<file path="config.mk">
export PLATFORM = sky130hd
export DESIGN_NAME = flash_stream_reader
export DESIGN_NICKNAME = d
export VERILOG_FILES = /design/src/rtl/flash_stream_pkg.sv /design/src/rtl/stream_fifo_sync.sv /design/src/rtl/flash_stream_reader.sv
export SDC_FILE = /design/constraint.sdc
export NUM_CORES = 1
export LEC_CHECK = 0
export ABC_AREA = 1
export BUFFER_PORTS_ARGS = -buffer_cell sky130_fd_sc_hd__buf_2
export CORE_ASPECT_RATIO = 1.5
export CORE_MARGIN = 2
export CORE_UTILIZATION = 25
export DETAILED_ROUTE_END_ITERATION = 8
export SYNTH_ARGS = -nofsm -noshare
export SYNTH_HDL_FRONTEND = slang
export SYNTH_SLANG_ARGS = --single-unit
</file>
<file path="constraint.sdc">
create_clock -name clk -period 4.3 [get_ports clk]
set_input_delay 0.43 -clock clk [delete_from_list [all_inputs] [get_ports clk]]
set_output_delay 0.43 -clock clk [all_outputs]
set_load 0.05 [all_outputs]
</file>
<file path="src/rtl/flash_stream_pkg.sv">
// Shared widths, FSM state encoding and FIFO entry layout for the flash stream reader.
package flash_stream_pkg;
  localparam int FLASH_ADDR_W = 24;
  localparam int FLASH_WORD_W = 32;
  localparam int ADDR_STEP    = 4;

  typedef enum logic [2:0] {
    INIT,
    IDLE,
    ISSUE,
    WAIT_DONE,
    CAPTURE,
    STALL
  } state_e;

  typedef struct packed {
    logic                    last;
    logic [FLASH_WORD_W-1:0] data;
  } word_t;
endpackage

</file>
<file path="src/rtl/stream_fifo_sync.sv">
// Synchronous FIFO; head is read straight from the storage flops so it holds while not popped.
module stream_fifo_sync #(
  parameter int WIDTH = 33,
  parameter int DEPTH = 4
) (
  input  logic                       clk,
  input  logic                       rst_n,
  input  logic                       push,
  input  logic [WIDTH-1:0]           din,
  input  logic                       pop,
  output logic [WIDTH-1:0]           dout,
  output logic                       full,
  output logic                       empty,
  output logic [$clog2(DEPTH+1)-1:0] count
);
  localparam int AW = $clog2(DEPTH);
  localparam int CW = $clog2(DEPTH+1);

  logic [DEPTH-1:0][WIDTH-1:0] mem_q, mem_d;
  logic [AW-1:0]               wr_q, wr_d, rd_q, rd_d;
  logic [CW-1:0]               cnt_q, cnt_d;
  logic                        do_push, do_pop;

  assign empty   = (cnt_q == '0);
  assign full    = (cnt_q == CW'(DEPTH));
  assign do_pop  = pop & ~empty;
  // A push at full is legal only when the head leaves in the same cycle.
  assign do_push = push & (~full | do_pop);
  assign dout    = mem_q[rd_q];
  assign count   = cnt_q;

  always_comb begin
    mem_d = mem_q;
    wr_d  = wr_q;
    rd_d  = rd_q;
    cnt_d = cnt_q;
    if (do_push) begin
      mem_d[wr_q] = din;
      wr_d        = wr_q + 1'b1;
    end
    if (do_pop) rd_d = rd_q + 1'b1;
    if (do_push && !do_pop)      cnt_d = cnt_q + 1'b1;
    else if (!do_push && do_pop) cnt_d = cnt_q - 1'b1;
  end

  always_ff @(posedge clk or negedge rst_n) begin
    if (!rst_n) begin
      mem_q <= '0;
      wr_q  <= '0;
      rd_q  <= '0;
      cnt_q <= '0;
    end else begin
      mem_q <= mem_d;
      wr_q  <= wr_d;
      rd_q  <= rd_d;
      cnt_q <= cnt_d;
    end
  end
endmodule

</file>
<file path="src/rtl/flash_stream_reader.sv">
// Sequences consecutive 32-bit flash reads for a (start, count) command and streams the
// returned words through a small FIFO, after a post-reset startup delay.
module flash_stream_reader
  import flash_stream_pkg::*;
#(
  parameter int FIFO_DEPTH     = 4,
  parameter int STARTUP_CYCLES = 64,
  parameter int CNT_W          = 16
) (
  input  logic                    clk,
  input  logic                    rst_n,
  input  logic                    cmd_valid,
  output logic                    cmd_ready,
  input  logic [FLASH_ADDR_W-1:0] cmd_addr,
  input  logic [CNT_W-1:0]        cmd_count,
  output logic                    out_valid,
  input  logic                    out_ready,
  output logic [FLASH_WORD_W-1:0] out_data,
  output logic                    out_last,
  output logic                    busy,
  output logic                    ctrl_start,
  output logic [FLASH_ADDR_W-1:0] ctrl_addr,
  input  logic                    ctrl_busy,
  input  logic [FLASH_WORD_W-1:0] ctrl_data
);
  localparam int CW   = $clog2(FIFO_DEPTH+1);
  localparam int SU_W = (STARTUP_CYCLES > 1) ? $clog2(STARTUP_CYCLES) : 1;

  state_e                  state_q, state_d;
  logic [SU_W-1:0]         su_cnt_q, su_cnt_d;
  logic [FLASH_ADDR_W-1:0] addr_q, addr_d;
  logic [CNT_W-1:0]        rem_q, rem_d;

  logic    push, pop, full, empty, su_done, free_after;
  logic [CW-1:0] fifo_cnt;
  word_t   fifo_din, fifo_dout;
  logic    unused_addr_lsb;

  assign unused_addr_lsb = ^cmd_addr[1:0];

  assign su_done  = (su_cnt_q == SU_W'(STARTUP_CYCLES - 1));
  assign pop      = out_valid & out_ready;
  // After a capture push, a slot is still free unless the FIFO fills with no pop alongside.
  assign free_after = pop | (fifo_cnt < CW'(FIFO_DEPTH - 1));
  assign fifo_din = '{last: (rem_q == CNT_W'(1)), data: ctrl_data};

  always_comb begin
    state_d  = state_q;
    su_cnt_d = su_cnt_q;
    addr_d   = addr_q;
    rem_d    = rem_q;
    push     = 1'b0;
    unique case (state_q)
      INIT: begin
        // The controller is not reset with us; never leave while a stale read is in flight.
        if (!su_done)        su_cnt_d = su_cnt_q + 1'b1;
        else if (!ctrl_busy) state_d  = IDLE;
      end
      IDLE: begin
        if (cmd_valid) begin
          addr_d = {cmd_addr[FLASH_ADDR_W-1:2], 2'b00};
          rem_d  = cmd_count;
          if (cmd_count != '0) state_d = full ? STALL : ISSUE;
        end
      end
      ISSUE:     if (ctrl_busy)  state_d = WAIT_DONE;
      WAIT_DONE: if (!ctrl_busy) state_d = CAPTURE;
      CAPTURE: begin
        push   = 1'b1;
        rem_d  = rem_q - 1'b1;
        addr_d = addr_q + FLASH_ADDR_W'(ADDR_STEP);
        if (rem_q == CNT_W'(1)) state_d = IDLE;
        else                    state_d = free_after ? ISSUE : STALL;
      end
      STALL:     if (!full) state_d = ISSUE;
      default:   state_d = INIT;
    endcase
  end

  always_ff @(posedge clk or negedge rst_n) begin
    if (!rst_n) begin
      state_q  <= INIT;
      su_cnt_q <= '0;
      addr_q   <= '0;
      rem_q    <= '0;
    end else begin
      state_q  <= state_d;
      su_cnt_q <= su_cnt_d;
      addr_q   <= addr_d;
      rem_q    <= rem_d;
    end
  end

  assign cmd_ready  = (state_q == IDLE);
  assign busy       = (state_q != INIT) && (state_q != IDLE);
  assign ctrl_start = (state_q == ISSUE);
  assign ctrl_addr  = addr_q;
  assign out_valid  = ~empty;
  assign out_data   = fifo_dout.data;
  assign out_last   = fifo_dout.last;

  stream_fifo_sync #(
    .WIDTH($bits(word_t)),
    .DEPTH(FIFO_DEPTH)
  ) u_fifo (
    .clk   (clk),
    .rst_n (rst_n),
    .push  (push),
    .din   (fifo_din),
    .pop   (pop),
    .dout  (fifo_dout),
    .full  (full),
    .empty (empty),
    .count (fifo_cnt)
  );
endmodule

</file>
## Word-level counts from Yosys, hierarchy flattened

Cells that the tools add are included.

| storage, ports and cells | value |
|---|---|
| flip-flop bits (word level) | 188 |
| bits of input ports | 77 |
| output and inout port bits | 61 |
| logic and storage cells | 84 |

| operators by class | value |
|---|---|
| $add $sub $neg | 7 |
| order comparisons | 4 |
| equal/unequal tests | 16 |
| mux-type cells | 23 |
| bitwise gates (word level) | 8 |
| reductions and logical operators | 15 |

Operators with widths:

| cell | number |
|---|---|
| bitwise mux 132 bit | 1 |
| binary-select mux 33 bit (select 2 bit) | 1 |
| demux 33 bit (select 2 bit) | 1 |
| two-way mux 33 bit | 2 |
| case mux 24 bit (2 select lines) | 1 |
| two-way mux 3 bit | 12 |
| case mux 16 bit (2 select lines) | 1 |
| adder 24 x 3 -> 24 bit (second input constant) | 1 |
| two-way mux 24 bit | 1 |
| case mux 3 bit (6 select lines) | 1 |
| == test 16 x 1 -> 1 bit (second input constant) | 1 |
| two-way mux 16 bit | 1 |
| nonzero test 16 bit | 1 |
| subtractor 16 x 1 -> 16 bit (second input constant) | 1 |
| != test 2 bit (second input constant) | 5 |
| == test 3 bit (second input constant) | 3 |
| AND reduction 7 bit | 1 |
| adder 6 x 1 -> 6 bit (second input constant) | 1 |
| == test 3 x 2 -> 1 bit (second input constant) | 2 |
| == test 6 bit (second input constant) | 1 |
| logical NOT 3 bit | 2 |
| less-than comparator 2 x 3 -> 1 bit (second input constant) | 2 |
| adder 2 x 1 -> 2 bit (second input constant) | 2 |
| logical AND 1 bit | 4 |
| other kinds (15) | 24 |

## Longest topological paths before layout

Gate-level depths: netlist (run 1).

| logic depth | value |
|---|---|
| depth after elaboration | 10 |
| depth in mapped cells | 12 |
| depth with buffers taken out | 12 |

## Cells and area by module

From an unflattened synthesis (run 1), not the netlist that was laid out.

| unflattened totals | value |
|---|---|
| cell total of the unflattened synthesis | 1,333 |
| area, all modules | 10,078.4 um2 |

By module, submodules not included:

| module | times used | cells an instance | area each (um2) | seq. area each (um2) |
|---|---|---|---|---|
| stream_fifo_sync | 1 | 824 | 6,765.2 | 3,478.3 |
| flash_stream_reader | 1 | 509 | 3,313.2 | 1,176.1 |

## Worst setup path before layout (run 1)

Ideal clock, no wire load.

| timing path | value |
|---|---|
| path type | reg2out |
| start | register u_fifo.rd_q[0] |
| end | output out_data[10] |
| data arrival time | 1.859 ns |
| slack | 2.011 ns |
| stages on the path, launching flop included | 6 |
| path through | dfrtp_1 inv_1 clkbuf_1 clkbuf_1 nor2_1 o22ai_1 |

| on the way | value |
|---|---|
| longest elaborated chain between the ends | 2 |

Ends and longest elaborated chain:

| element | RTL line | source |
|---|---|---|
| from (decl) | stream_fifo_sync.sv:20 | `logic [AW-1:0] wr_q, wr_d, rd_q, rd_d;` |
| from (signal assigned) | stream_fifo_sync.sv:55 | `rd_q <= rd_d;` |
| binary-select mux 33 bit (select 2 bit) | stream_fifo_sync.sv:29 | `assign dout = mem_q[rd_q];` |
| two-way mux 33 bit (not written as such) | stream_fifo_sync.sv:29 |  |
| to (decl) | flash_stream_reader.sv:18 | `output logic [FLASH_WORD_W-1:0] out_data,` |

No other way between the ends. The select of a mux whose other input is x is not followed.

## Worst setup path after layout (run 1)

| timing path | value |
|---|---|
| start | register u_fifo.rd_q[1] |
| end | output out_data[28] |

The elaborated chain is that of the path after synthesis.

==> results of run 1 <==
==> layer usage <==
layer  wire [µm]  global-route usage  up-vias
li1            -                   -     3988
met1       10500               0.148     3839
met2       12400               0.233      168
met3         996              0.0281       23
met4         388              0.0442        2
met5          12                   0        -
==> layout make-up <==
class | instances | share of cell area
Clock buffer | 18 | 0.0402
Clock inverter | 14 | 0.0149
Inverter | 91 | 0.0319
Multi-Input combinational cell | 826 | 0.364
Sequential cell | 186 | 0.426
Tap cell | 489 | 0.0559
Timing Repair Buffer | 139 | 0.0669
==> registers in the layout (all words and copies together) (netlist names) <==
register	flops
ctrl_addr	22
rem_q	16
state_q	3
su_cnt_q	6
u_fifo.count	3
u_fifo.mem_q	132
u_fifo.rd_q	2
u_fifo.wr_q	2
==> stage by stage <==
step,instances,cell area [µm²]
floorplan,1165,9400
global placement,1731,10300
detailed placement,1731,10300
CTS,1763,10900
global route,1763,10900
finish,1763,10900
==> power by group through the flow <==
stage	Combinational, mW	Sequential, mW	Clock (mW)
after CTS	4.41	3.06	1.67
after global placement	4.33	3.05	0
after global routing	4.82	3.17	1.73
after floorplan	3.12	3.26	0
after detailed placement	4.40	3.08	0
final	4.35	3.06	1.59
==> placed cells by master (no fill, tap or decap), types with 9 or more instances in the layout <==
master                      netlist  routed
sky130_fd_sc_hd__a21oi_1         12      12
sky130_fd_sc_hd__buf_2            8     132
sky130_fd_sc_hd__clkbuf_16        0      17
sky130_fd_sc_hd__dfrtp_1        186     185
sky130_fd_sc_hd__ha_1             9       9
sky130_fd_sc_hd__inv_1           85      84
sky130_fd_sc_hd__nand2_1        295     295
sky130_fd_sc_hd__nand3_1         52      52
sky130_fd_sc_hd__nor2_1         144     144
sky130_fd_sc_hd__o211ai_1        10      10
sky130_fd_sc_hd__o21ai_0        136     136
sky130_fd_sc_hd__o21ai_1         59      59
sky130_fd_sc_hd__o21ai_2         27      27
sky130_fd_sc_hd__o22ai_1         36      36
sky130_fd_sc_hd__xor2_1           9       9
==> worst reg2reg max path: cells and delay by family, from the launching register on <==
family | cells | cell delay, ns
XOR/XNOR | 1 | 0.16
AND/OR/NAND/NOR | 2 | 0.33
flip-flops | 1 | 0.42
adder cells (fa/ha/maj) | 2 | 0.52
AO/OA/AOI/OAI | 2 | 0.26
buffers and inverters | 4 | 0.45
==> cell families after synthesis <==
kind of cell | Yosys count
other cells | 1
simple gates | 515
xor+xnor | 14
mux | 1
compound gates | 284
buf+inv | 153
fa+ha+maj | 10
flops | 186
==> worst paths after layout <==
path	startpoint	to	slack [ns]	cells after the start
max in group asynchronous	rst_n	ctrl_addr[3]	3.16	2
min in group clk	cmd_addr[7]	ctrl_addr[7]	0.20	3
hold / removal	rst_n	u_fifo.mem_q[19]	0.11	1
setup / recovery	u_fifo.rd_q[1]	out_data[28]	1.37	6
setup reg to reg	state_q[0]	u_fifo.count[2]	2.04	11
hold reg to reg	su_cnt_q[4]	su_cnt_q[4]	0.48	1
==> tab_implementation.tex, run 1 <==
\begin{tabular}{lr}
\hline
Metric & Value \\
\hline
\multicolumn{2}{l}{\textbf{Global route}} \\
\quad Maximum number of pins on one net before global-route repair & 119 \\
\quad Overall overflow remaining after global route & 0 \\
\quad Number of antenna violations at the first check in global routing & 1 \\
\quad First-pass GRT wire length & 40,100 µm \\
\quad Number of global-route vias before repair & 8,005 \\
\quad Total track usage & 0.128 \\
\multicolumn{2}{l}{\textbf{Timing}} \\
\quad Final-layout worst hold slack & $\sim$0.11 ns \\
\quad Worst clock skew & $\sim$0.013 ns \\
\quad Final Worst Setup Slack & around 1.4 ns \\
\quad RSZ-0062 raised after global routing & no \\
\quad Minimum period implied by the final worst setup slack & 2.93 ns \\
\quad Post-route clock period utilization & 0.681 \\
\quad Total Neg Setup Slack & 0 ns \\
\quad Max Transition Viols Final & 0 \\
\quad Slew Limit Headroom & 0.344 \\
\quad Count of endpoints failing setup in the final report & 0 \\
\quad Total count of hold-check failures in the final report & 0 \\
\quad Transition at the pin with the smallest max-transition slack & 0.984 ns \\
\quad Max Clk Rate & 342 MHz \\
\multicolumn{2}{l}{\textbf{Final layout}} \\
\quad Ant diodes & 0 \\
\quad Post-layout net count & 1,348 \\
\quad Area of the multi-input gates & 3990 µm² \\
\quad Filler cell count & about 4,000 \\
\quad Share of layout cells above drive strength 1 & 0.170 \\
\quad Utilization of the core after routing & 0.293 \\
\quad Seq. cell area & 4660 µm² \\
\quad Area added between synthesis and finish & 16.4\% \\
\multicolumn{2}{l}{\textbf{Worst setup path}} \\
\quad Element type at the critical path end & output port \\
\quad Cell with the biggest individual delay on the critical path & sky130\_fd\_sc\_hd\_\_dfrtp\_1 \\
\quad Buffer and inverter count on the worst path & 4 \\
\quad Data arrival time of the critical path & 2.50 ns \\
\quad Cell class contributing the biggest share of worst-path delay & buffers and inverters \\
\quad List of cells traversed by the critical path & buf\_4 > inv\_1 > buf\_4 > o21ai\_0 > o22ai\_1 > buf\_2 \\
\quad Biggest fanout along the worst timing path & 32 \\
\quad Cell with the most instances on the worst path & sky130\_fd\_sc\_hd\_\_buf\_4 \\
\quad Largest stage delay on the critical path & approximately 0.6 ns \\
\quad Critical setup path kind & flip-flop to output port \\
\quad Worst Setup Start Kind & flip-flop \\
\quad Worst endpoint required time & $\sim$3.9 ns \\
\multicolumn{2}{l}{\textbf{Synth}} \\
\quad Leading post-synthesis cells by instance count & sky130\_fd\_sc\_hd\_\_nand2\_1 (295), sky130\_fd\_sc\_hd\_\_dfrtp\_1 (186), sky130\_fd\_sc\_hd\_\_nor2\_1 (144), sky130\_fd\_sc\_hd\_\_o21ai\_0 (136), sky130\_fd\_sc\_hd\_\_inv\_1 (85) \\
\quad Parity-gate share of the synthesized area counting xor and xnor cells & 0.0130 \\
\quad Syn Area/Cell & 8.07 µm² \\
\quad Count of mapped cells out of synthesis & 1,164 \\
\quad Part of the Yosys area used for sequential elements & 0.495 \\
\quad Synth Area in Simple Gates & 0.225 \\
\quad Yosys warns & 0 \\
\quad Count of cell types in the netlist & 35 \\
\quad Top cells by area, synth & sky130\_fd\_sc\_hd\_\_dfrtp\_1 (50\%), sky130\_fd\_sc\_hd\_\_nand2\_1 (12\%), sky130\_fd\_sc\_hd\_\_o21ai\_0 (7.2\%) \\
\quad Top-area cell type share of the netlist area & 0.495 \\
\quad Multiplexer share of the synthesized area & 0.00120 \\
\quad Area share of fa/ha/maj cells after synthesis & 0.0141 \\
\quad Cell type contributing the most total cell area after synthesis & sky130\_fd\_sc\_hd\_\_dfrtp\_1 \\
\quad Post-synthesis register bit count & 186 \\
\quad Synthesized-area fraction occupied by ao, oa, aoi and oai cells & 0.170 \\
\quad Async set-or-reset flop fraction in the synthesized netlist & 1.00 \\
\quad Post-synth EDFFs & 0 \\
\quad Most common cell in the netlist & sky130\_fd\_sc\_hd\_\_nand2\_1 \\
\quad Synthesized cell area & 9400 µm² \\
\quad Synth Flop Type & sky130\_fd\_sc\_hd\_\_dfrtp\_1 \\
\quad Largest family of logic cells by synthesized area & simple AND/OR/NAND/NOR gates \\
\multicolumn{2}{l}{\textbf{Place}} \\
\quad Worst setup slack after placement & about 1.8 ns \\
\quad Final weighted congestion in routability-driven placement & 0.782 \\
\quad Number of port buffers & 133 \\
\quad Half-perimeter wire length of the detailed placement result & roughly 16,000 µm \\
\multicolumn{2}{l}{\textbf{Clocking}} \\
\quad Inserted Clock Buffers & 17 \\
\quad Post-CTS setup repair buffer count & 0 \\
\quad Maximum level of the CTS H-tree & 4 \\
\quad Clk\_lat worst skew & 0.44 ns \\
\quad Number of clock sinks seen by CTS & 186 \\
\quad Post-CTS resize count & 0 \\
\quad Clock-pin slew reported for the worst setup and hold paths after clock tree synthesis & 0.07 ns \\
\quad Post-cts hold buffer count & 0 \\
\quad Maximum clock insertion buffer count & 2 \\
\quad CTS root buffer & sky130\_fd\_sc\_hd\_\_clkbuf\_16 \\
\quad CTS tree & built \\
\multicolumn{2}{l}{\textbf{Die}} \\
\quad Starting density of the core & 0.252 \\
\quad Core Area & 37,300 µm² \\
\quad Die Y-Extent & 241 µm \\
\quad Die ar. & 39,200 µm² \\
\quad I/O Pins & $\sim$140 \\
\quad Number of rows in the core area & just under 90 \\
\quad Die outline width & between 150 and 200 µm \\
\multicolumn{2}{l}{\textbf{Route}} \\
\quad Total vias in the final route & around 8,000 \\
\quad Antenna-violating nets left & 0 \\
\quad Number of design-rule violations left by the first detailed-router iteration & 511 \\
\quad Total iterations of the first detailed-routing run & 5 \\
\quad Count of unresolved DRC violations after routing & 0 \\
\quad Ratio of routed vias to standard cells & 4.55 \\
\quad Post-detailed-routing wire length & 24,300 µm \\
\quad Routed wire length per instance & 13.8 µm \\
\multicolumn{2}{l}{\textbf{Status}} \\
\quad Outcome & finished clean \\
\multicolumn{2}{l}{\textbf{Power}} \\
\quad Pwr dens & 823 nW/µm² \\
\quad Sw Pwr & 4.44 mW \\
\quad Gate power share & 0.483 \\
\quad Total chip power & 9.00 mW \\
\quad Total internal power & between 4 and 5 mW \\
\quad Sw Share & 0.494 \\
\quad Max IR drop VDD & 0.378 mV \\
\quad Share of power burned in registers & 0.340 \\
\quad Clock power frac & 0.177 \\
\quad Leakage power & 5.28 nW \\
\multicolumn{2}{l}{\textbf{Job}} \\
\quad Reported max-cap violation count & 0 \\
\multicolumn{2}{l}{\textbf{Hold path}} \\
\quad Hold Crit Class & input port to asynchronous set/reset pin \\
\hline
\end{tabular}
(Power assumes the default switching activity.)
==> run 2, diff against run 1 <==
Settings changed: ABC_AREA 1 to 0.
Clock period 4.3 ns to 3 ns, I/O delays scaled along.
==> run 2 against run 1 <==
  * First-iteration DRC count down 37%
  * Critical path depth decreased by 1
  * Setup slack got worse by 0.96 ns
  * Flip-flop and latch count unchanged
  * Clock skew shrank 0.00076 ns
  * Sequential share of layout area rose by 0.54 points
  * Largest cell class unchanged
  * Highest routed layer is now met4
==> tab_implementation.tex, run 2 <==
\begin{tabular}{lr}
\hline
Metric & Value \\
\hline
\multicolumn{2}{l}{\textbf{Route}} \\
\quad Post-detailed-routing wire length & about 22,000 µm \\
\quad Total iterations of the first detailed-routing run & 5 \\
\quad Antenna-violating nets left & 0 \\
\quad Ratio of routed vias to standard cells & roughly 4.7 \\
\quad Total vias in the final route & 6,147 \\
\quad Routed wire length per instance & 16.6 µm \\
\quad Number of design-rule violations left by the first detailed-router iteration & about 320 \\
\quad Count of unresolved DRC violations after routing & 0 \\
\multicolumn{2}{l}{\textbf{Final layout}} \\
\quad Largest register FFs & 132 \\
\quad Filler cell count & 3,528 \\
\quad Post-route design area & 10,800 µm² \\
\quad Number of cells in the finished layout apart from fillers & 1,307 \\
\quad Leading cell type in the layout, fill and taps excluded & sky130\_fd\_sc\_hd\_\_dfrtp\_1 \\
\quad Post-layout net count & 909 \\
\quad Top register by number of flip-flops & u\_fifo.mem\_q \\
\quad Utilization of the core after routing & 0.309 \\
\quad Share of layout cells above drive strength 1 & 0.427 \\
\quad Area added between synthesis and finish & 22.0\% \\
\quad Highest-count cells in the layout ignoring fill and taps & sky130\_fd\_sc\_hd\_\_dfrtp\_1 (184), sky130\_fd\_sc\_hd\_\_buf\_2 (132), sky130\_fd\_sc\_hd\_\_mux2\_2 (129) \\
\quad Ant diodes & 0 \\
\multicolumn{2}{l}{\textbf{Timing}} \\
\quad Post-route clock period utilization & 0.864 \\
\quad Count of endpoints failing setup in the final report & 0 \\
\quad Max Clk Rate & 386 MHz \\
\quad Total Neg Setup Slack & 0 ns \\
\quad Transition at the pin with the smallest max-transition slack & 0.710 ns \\
\quad Minimum period implied by the final worst setup slack & $\sim$2.6 ns \\
\quad Worst clock skew & 0.0126 ns \\
\quad Max Transition Viols Final & 0 \\
\quad Total count of hold-check failures in the final report & 0 \\
\quad RSZ-0062 raised after global routing & no \\
\quad Slew Limit Headroom & 0.522 \\
\multicolumn{2}{l}{\textbf{Global route}} \\
\quad Maximum number of pins on one net before global-route repair & 68 \\
\quad Number of global-route vias before repair & roughly 6,400 \\
\quad Overall overflow remaining after global route & 0 \\
\quad Number of antenna violations at the first check in global routing & 0 \\
\quad Total track usage & 0.120 \\
\quad First-pass GRT wire length & 34,000 µm \\
\multicolumn{2}{l}{\textbf{Power}} \\
\quad Leakage power & about 5 nW \\
\quad Gate power share & 0.428 \\
\quad Clock power frac & 0.202 \\
\quad Sw Pwr & 4.75 mW \\
\quad Pwr dens & 1050 nW/µm² \\
\quad Sw Share & 0.421 \\
\quad Max IR drop VDD & roughly 0.5 mV \\
\quad Share of power burned in registers & 0.370 \\
\quad Total chip power & 11.3 mW \\
\quad Total internal power & 6.54 mW \\
\multicolumn{2}{l}{\textbf{Clocking}} \\
\quad CTS root buffer & sky130\_fd\_sc\_hd\_\_clkbuf\_16 \\
\quad Number of clock sinks seen by CTS & 186 \\
\quad Inserted Clock Buffers & 17 \\
\quad Maximum clock insertion buffer count & 2 \\
\quad Clk\_lat worst skew & between 0.4 and 0.5 ns \\
\quad CTS tree & built \\
\quad Clock-pin slew reported for the worst setup and hold paths after clock tree synthesis & around 0.070 ns \\
\quad Post-CTS setup repair buffer count & 0 \\
\quad Post-CTS resize count & 0 \\
\quad Maximum level of the CTS H-tree & 4 \\
\multicolumn{2}{l}{\textbf{Worst setup path}} \\
\quad Worst setup path start & state\_q[2] \\
\quad Worst reg2reg setup slack & about 0.41 ns \\
\quad Element type at the critical path end & flip-flop \\
\quad Data arrival time of the critical path & $\sim$2.9 ns \\
\quad FF-to-FF End & rem\_q[14] \\
\quad Worst Setup Start Kind & flip-flop \\
\quad Critical setup path kind & flip-flop to flip-flop \\
\quad Worst endpoint required time & roughly 3.3 ns \\
\quad Biggest fanout along the worst timing path & 17 \\
\quad Worst R2R Start & state\_q[2] \\
\quad Number of cells on the worst reg-to-reg path & 5 \\
\quad Capturing instance or port of the critical path & rem\_q[14] \\
\multicolumn{2}{l}{\textbf{Die}} \\
\quad Die outline width & about 160 µm \\
\quad Die ar. & 37,000 µm² \\
\quad I/O Pins & roughly 140 \\
\quad Die Y-Extent & 235 µm \\
\quad Number of rows in the core area & between 80 and 90 \\
\quad Core Area & 35,000 µm² \\
\quad Starting density of the core & 0.253 \\
\multicolumn{2}{l}{\textbf{Synth}} \\
\quad Post-synthesis register bit count & 186 \\
\quad Top cells by area, synth & sky130\_fd\_sc\_hd\_\_dfrtp\_1 (53\%), sky130\_fd\_sc\_hd\_\_mux2\_2 (16\%), sky130\_fd\_sc\_hd\_\_mux4\_2 (8.4\%) \\
\quad Top-area cell type share of the netlist area & 0.525 \\
\quad Synthesized cell area & 8860 µm² \\
\quad Count of cell types in the netlist & between 50 and 60 \\
\quad Leading post-synthesis cells by instance count & sky130\_fd\_sc\_hd\_\_dfrtp\_1 (186), sky130\_fd\_sc\_hd\_\_mux2\_2 (129), sky130\_fd\_sc\_hd\_\_nand2\_1 (48), sky130\_fd\_sc\_hd\_\_mux4\_2 (33), sky130\_fd\_sc\_hd\_\_nor2\_1 (30) \\
\quad Yosys warns & 0 \\
\quad Syn Area/Cell & 12.8 µm² \\
\quad Count of mapped cells out of synthesis & just under 700 \\
\quad Synth Flop Type & sky130\_fd\_sc\_hd\_\_dfrtp\_1 \\
\quad Cell type contributing the most total cell area after synthesis & sky130\_fd\_sc\_hd\_\_dfrtp\_1 \\
\quad Most common cell in the netlist & sky130\_fd\_sc\_hd\_\_dfrtp\_1 \\
\quad Part of the Yosys area used for sequential elements & 0.525 \\
\quad Async set-or-reset flop fraction in the synthesized netlist & 1.00 \\
\quad Post-synth EDFFs & 0 \\
\multicolumn{2}{l}{\textbf{Job}} \\
\quad Reported max-cap violation count & 0 \\
\multicolumn{2}{l}{\textbf{Place}} \\
\quad Final weighted congestion in routability-driven placement & 0.789 \\
\quad Placed instance area & 10,200 µm² \\
\quad Number of placed cells counting well taps & around 1,300 \\
\quad Number of port buffers & around 130 \\
\quad Half-perimeter wire length of the detailed placement result & 14,600 µm \\
\multicolumn{2}{l}{\textbf{Hold path}} \\
\quad Startpoint of the tightest hold check path & cmd\_addr[20] \\
\quad Number of cells on the worst hold path & 3 \\
\quad Hold Crit Class & input port to flip-flop \\
\multicolumn{2}{l}{\textbf{Status}} \\
\quad Outcome & finished clean \\
\hline
\end{tabular}
[run 2: cell types whose count changed after synthesis, moves of 9 or more]
cell / change
sky130_fd_sc_hd__o21ai_0: -117
sky130_fd_sc_hd__mux2_2: +128
sky130_fd_sc_hd__nand3_1: -29
sky130_fd_sc_hd__inv_1: -68
sky130_fd_sc_hd__buf_6: -20
sky130_fd_sc_hd__nor2_1: -114
sky130_fd_sc_hd__nor4_1: +13
sky130_fd_sc_hd__mux4_2: +33
sky130_fd_sc_hd__clkbuf_1: -9
sky130_fd_sc_hd__nor3_1: +14
sky130_fd_sc_hd__o21ai_1: -58
sky130_fd_sc_hd__o21ai_2: -27
sky130_fd_sc_hd__nand2_1: -247
sky130_fd_sc_hd__o22ai_1: -32
[run 2: routing by layer]
| layer | up-vias | track usage | wire length, µm |
|---|---|---|---|
| li1 | 2851 | - | - |
| met1 | 3144 | 0.138 | 9000 |
| met2 | 123 | 0.213 | 11400 |
| met3 | 29 | 0.0282 | 749 |
| met4 | 0 | 0.0506 | 473 |
| met5 | - | 0 | 0 |
[run 2: through the flow]
| stage | hold slack [ns] | worst slack (ns) |
|---|---|---|
| 3_5_place_dp | 0.291 | 0.439 |
| 4_1_cts | 0.0403 | 0.419 |
| 2_1_floorplan | 0.00441 | 0.494 |
| 6_report | 0.0685 | 0.409 |
| 5_1_grt | 0.0530 | 0.195 |
| 3_3_place_gp | 0.288 | 0.516 |
[run 2: worst min path at each step]
stage / end
final: ctrl_addr[20]
after global routing: ctrl_addr[20]
after CTS: ctrl_addr[20]
after detailed placement: ctrl_addr[21]
after global placement: ctrl_addr[15]
after floorplan: ctrl_addr[10]
[run 2: kinds of logic after synthesis]
family,share of synthesized area
flops,0.525
mux,0.254
simple gates,0.0932
compound gates,0.0726
buf+inv,0.0283
xor+xnor,0.0109
fa+ha+maj,0.0150
other cells,0.000423
[run 2: area by class of cell]
cell class	instances	area (µm²)	share of cell area
Clock buffer	20	447	0.0414
Clock inverter	11	139	0.0129
Inverter	17	63.8	0.00591
Multi-Input combinational cell	448	4000	0.370
Sequential cell	186	4660	0.431
Tap cell	473	592	0.0548
Timing Repair Buffer	152	907	0.0840
[run 2: timing repair]
action | CTS | global route
hold buffers | 1 | 0
hold endpoints to repair | 45 | 0
setup endpoints to repair | 0 | 0
[run 2: critical path: stages (launching register included)]
cell and delay (ns):
sky130_fd_sc_hd__dfrtp_1 0.52, sky130_fd_sc_hd__nor3b_2 0.56, sky130_fd_sc_hd__buf_4 0.33, sky130_fd_sc_hd__nand3_1 0.23, sky130_fd_sc_hd__nor4_1 0.45, sky130_fd_sc_hd__mux2_2 0.38
[run 2: power by group through the flow]
| stage | Combinational, mW | Clock [mW] | Sequential (mW) |
|---|---|---|---|
| after floorplan | 3.37 | 0 | 4.41 |
| after global placement | 4.82 | 0 | 4.17 |
| after detailed placement | 4.89 | 0 | 4.23 |
| after CTS | 4.90 | 2.37 | 4.18 |
| after global routing | 5.20 | 2.47 | 4.31 |
| final | 4.83 | 2.28 | 4.18 |
==> run 3, diff against run 2 <==
==> constraint.sdc (replaced) <==
create_clock -name clk -period 2.9 [get_ports clk]
set_input_delay 0.29 -clock clk [delete_from_list [all_inputs] [get_ports clk]]
set_output_delay 0.29 -clock clk [all_outputs]
set_load 0.1 [all_outputs]
==> run 3 against run 2 <==
  * Via count fell by 0.23%
  * Flip-flop and latch count did not move
  * Global-route usage down 0.050 points
  * Cell count increased by 0.46%
  * Setup slack better by 0.012 ns
  * Core utilization increased by 0.16 points
  * Wire length fell by 1.1%
  * Critical path type unchanged
  * Critical endpoint is now u_fifo.count[1]
==> tab_implementation.tex, run 3 (synthesis gave the netlist of run 2 again) <==
\begin{tabular}{lr}
\hline
Metric & Value \\
\hline
\multicolumn{2}{l}{\textbf{Route}} \\
\quad Post-detailed-routing wire length & about 21,000 µm \\
\quad Number of design-rule violations left by the first detailed-router iteration & 281 \\
\quad Total vias in the final route & 6,133 \\
\quad Ratio of routed vias to standard cells & 4.67 \\
\quad Routed wire length per instance & 16.3 µm \\
\quad Antenna-violating nets left & 0 \\
\quad Count of unresolved DRC violations after routing & 0 \\
\quad Total iterations of the first detailed-routing run & 4 \\
\multicolumn{2}{l}{\textbf{Clocking}} \\
\quad Post-CTS resize count & 0 \\
\quad Clk\_lat worst skew & 0.44 ns \\
\quad Maximum clock insertion buffer count & 2 \\
\quad CTS root buffer & sky130\_fd\_sc\_hd\_\_clkbuf\_16 \\
\quad Inserted Clock Buffers & 17 \\
\quad CTS tree & built \\
\quad Clock-pin slew reported for the worst setup and hold paths after clock tree synthesis & 0.08 ns \\
\quad Number of clock sinks seen by CTS & 186 \\
\quad Post-CTS setup repair buffer count & 0 \\
\quad Post-cts hold buffer count & 1 \\
\quad Maximum level of the CTS H-tree & 4 \\
\multicolumn{2}{l}{\textbf{Worst setup path}} \\
\quad Cell with the biggest individual delay on the critical path & sky130\_fd\_sc\_hd\_\_or4b\_1 \\
\quad Data arrival time of the critical path & 2.81 ns \\
\quad Number of cells on the worst reg-to-reg path & 6 \\
\quad Critical setup path kind & flip-flop to flip-flop \\
\quad Worst R2R Start & u\_fifo.count[1] \\
\quad Biggest fanout along the worst timing path & 6 \\
\quad Worst reg2reg setup slack & $\sim$0.42 ns \\
\quad Worst endpoint required time & roughly 3.2 ns \\
\quad Capturing instance or port of the critical path & u\_fifo.count[1] \\
\quad Cell depth of the worst setup path & 6 \\
\quad Element type at the critical path end & flip-flop \\
\quad Worst setup path start & u\_fifo.count[1] \\
\quad Largest stage delay on the critical path & 0.69 ns \\
\quad Buffer and inverter count on the worst path & 1 \\
\quad Worst Setup Start Kind & flip-flop \\
\quad List of cells traversed by the critical path & or4b\_1 > and2\_0 > ha\_1 > inv\_1 > fa\_1 > mux2\_2 \\
\quad FF-to-FF End & u\_fifo.count[1] \\
\quad Cell class contributing the biggest share of worst-path delay & simple AND/OR/NAND/NOR gates \\
\multicolumn{2}{l}{\textbf{Die}} \\
\quad Starting density of the core & 0.253 \\
\quad Number of rows in the core area & 84 \\
\quad Die Y-Extent & $\sim$230 µm \\
\quad I/O Pins & 138 \\
\quad Die ar. & 37,000 µm² \\
\quad Core Area & approximately 35,000 µm² \\
\quad Die outline width & between 150 and 200 µm \\
\multicolumn{2}{l}{\textbf{Status}} \\
\quad Outcome & finished clean \\
\multicolumn{2}{l}{\textbf{Place}} \\
\quad Worst setup slack after placement & roughly 0.41 ns \\
\quad Number of placed cells counting well taps & 1,280 \\
\quad Final weighted congestion in routability-driven placement & 0.793 \\
\quad Half-perimeter wire length of the detailed placement result & approximately 15,000 µm \\
\quad Number of port buffers & roughly 130 \\
\multicolumn{2}{l}{\textbf{Global route}} \\
\quad Number of global-route vias before repair & between 6,000 and 7,000 \\
\quad Maximum number of pins on one net before global-route repair & 84 \\
\quad Number of antenna violations at the first check in global routing & 1 \\
\quad First-pass GRT wire length & 33,900 µm \\
\quad Most Crowded Layer GR & met2 \\
\quad Total track usage & 0.120 \\
\quad Met1 Use GR & 0.140 \\
\quad Global routing usage on met2 & 0.215 \\
\quad Met3 routing resource usage after global routing & 0.0243 \\
\quad Overall overflow remaining after global route & 0 \\
\multicolumn{2}{l}{\textbf{Timing}} \\
\quad Total count of hold-check failures in the final report & 0 \\
\quad Count of endpoints failing setup in the final report & 0 \\
\quad Post-route clock period utilization & 0.855 \\
\quad Worst clock skew & 0.00751 ns \\
\quad RSZ-0062 raised after global routing & no \\
\quad Minimum period implied by the final worst setup slack & 2.48 ns \\
\quad Final Worst Setup Slack & 0.421 ns \\
\quad Max Clk Rate & 403 MHz \\
\quad Max Transition Viols Final & 0 \\
\quad Total Neg Setup Slack & 0 ns \\
\quad Slew Limit Headroom & 0.477 \\
\quad Transition at the pin with the smallest max-transition slack & 0.782 ns \\
\multicolumn{2}{l}{\textbf{Hold path}} \\
\quad Hold Crit Class & input port to flip-flop \\
\quad Startpoint of the tightest hold check path & cmd\_addr[20] \\
\quad Number of cells on the worst hold path & 3 \\
\multicolumn{2}{l}{\textbf{Final layout}} \\
\quad Share of layout cells above drive strength 1 & 0.436 \\
\quad Highest-count cells in the layout ignoring fill and taps & sky130\_fd\_sc\_hd\_\_dfrtp\_1 (184), sky130\_fd\_sc\_hd\_\_buf\_2 (132), sky130\_fd\_sc\_hd\_\_mux2\_2 (129) \\
\quad Area added between synthesis and finish & 22.6\% \\
\quad Number of cells in the finished layout apart from fillers & between 1,000 and 1,500 \\
\quad Post-layout net count & 914 \\
\quad Top register by number of flip-flops & u\_fifo.mem\_q \\
\quad Leading cell type in the layout, fill and taps excluded & sky130\_fd\_sc\_hd\_\_dfrtp\_1 \\
\quad Ant diodes & 0 \\
\quad Largest register FFs & 132 \\
\multicolumn{2}{l}{\textbf{Job}} \\
\quad Reported max-cap violation count & 0 \\
\multicolumn{2}{l}{\textbf{Power}} \\
\quad Leakage power & 4.99 nW \\
\quad Pwr dens & 1230 nW/µm² \\
\quad Max IR drop VDD & 0.783 mV \\
\hline
\end{tabular}
## run 3: cell types whose count changed in the layout (fill, tap and decap cells not counted), sizes merged
cell and change:
bufinv -1, buf +5, inv +3, clkbuf -1
## run 3: worst min path at each step
stage                         end  slack (ns)
floorplan           ctrl_addr[10]      -0.006
global placement    ctrl_addr[15]        0.37
detailed placement  ctrl_addr[15]        0.38
CTS                 ctrl_addr[20]        0.04
global route         ctrl_addr[9]        0.06
finish              ctrl_addr[20]        0.06
## run 3: report_power, final
part           switching (mW)  internal (mW)
Clock                    1.11           1.27
Combinational            4.81           1.94
Sequential              0.710           3.53
## run 3: layout make-up
cell class                      instances  area [µm²]
Timing Repair Buffer                  157         932
Fill cell                            3550       24100
Multi-Input combinational cell        448        4010
Clock buffer                           19         453
Sequential cell                       186        4660
Tap cell                              473         592
Clock inverter                         13         154
Inverter                               17        63.8
## run 3: worst min-delay path, stage by stage
cell and delay, ns:
sky130_fd_sc_hd__buf_2 0.07, sky130_fd_sc_hd__nand2_1 0.05, sky130_fd_sc_hd__nand3_1 0.06
## run 3: metal layers
metal	up-vias	wire length [µm]
met4	2	343
met1	3140	9030
met2	116	11300
met3	16	707
li1	2859	-
met5	-	13
## run 3: per-stage QoR
stage	hold slack (ns)	total power, mW	util	instance area [µm²]
finish	0.0639	13.4	0.310	10900
global route	0.0606	14.1	0.310	10900
CTS	0.0373	13.5	0.310	10900
detailed placement	0.376	11.1	0.293	10200
global placement	0.369	11.0	0.293	10200
floorplan	-0.00559	9.69	-	8870
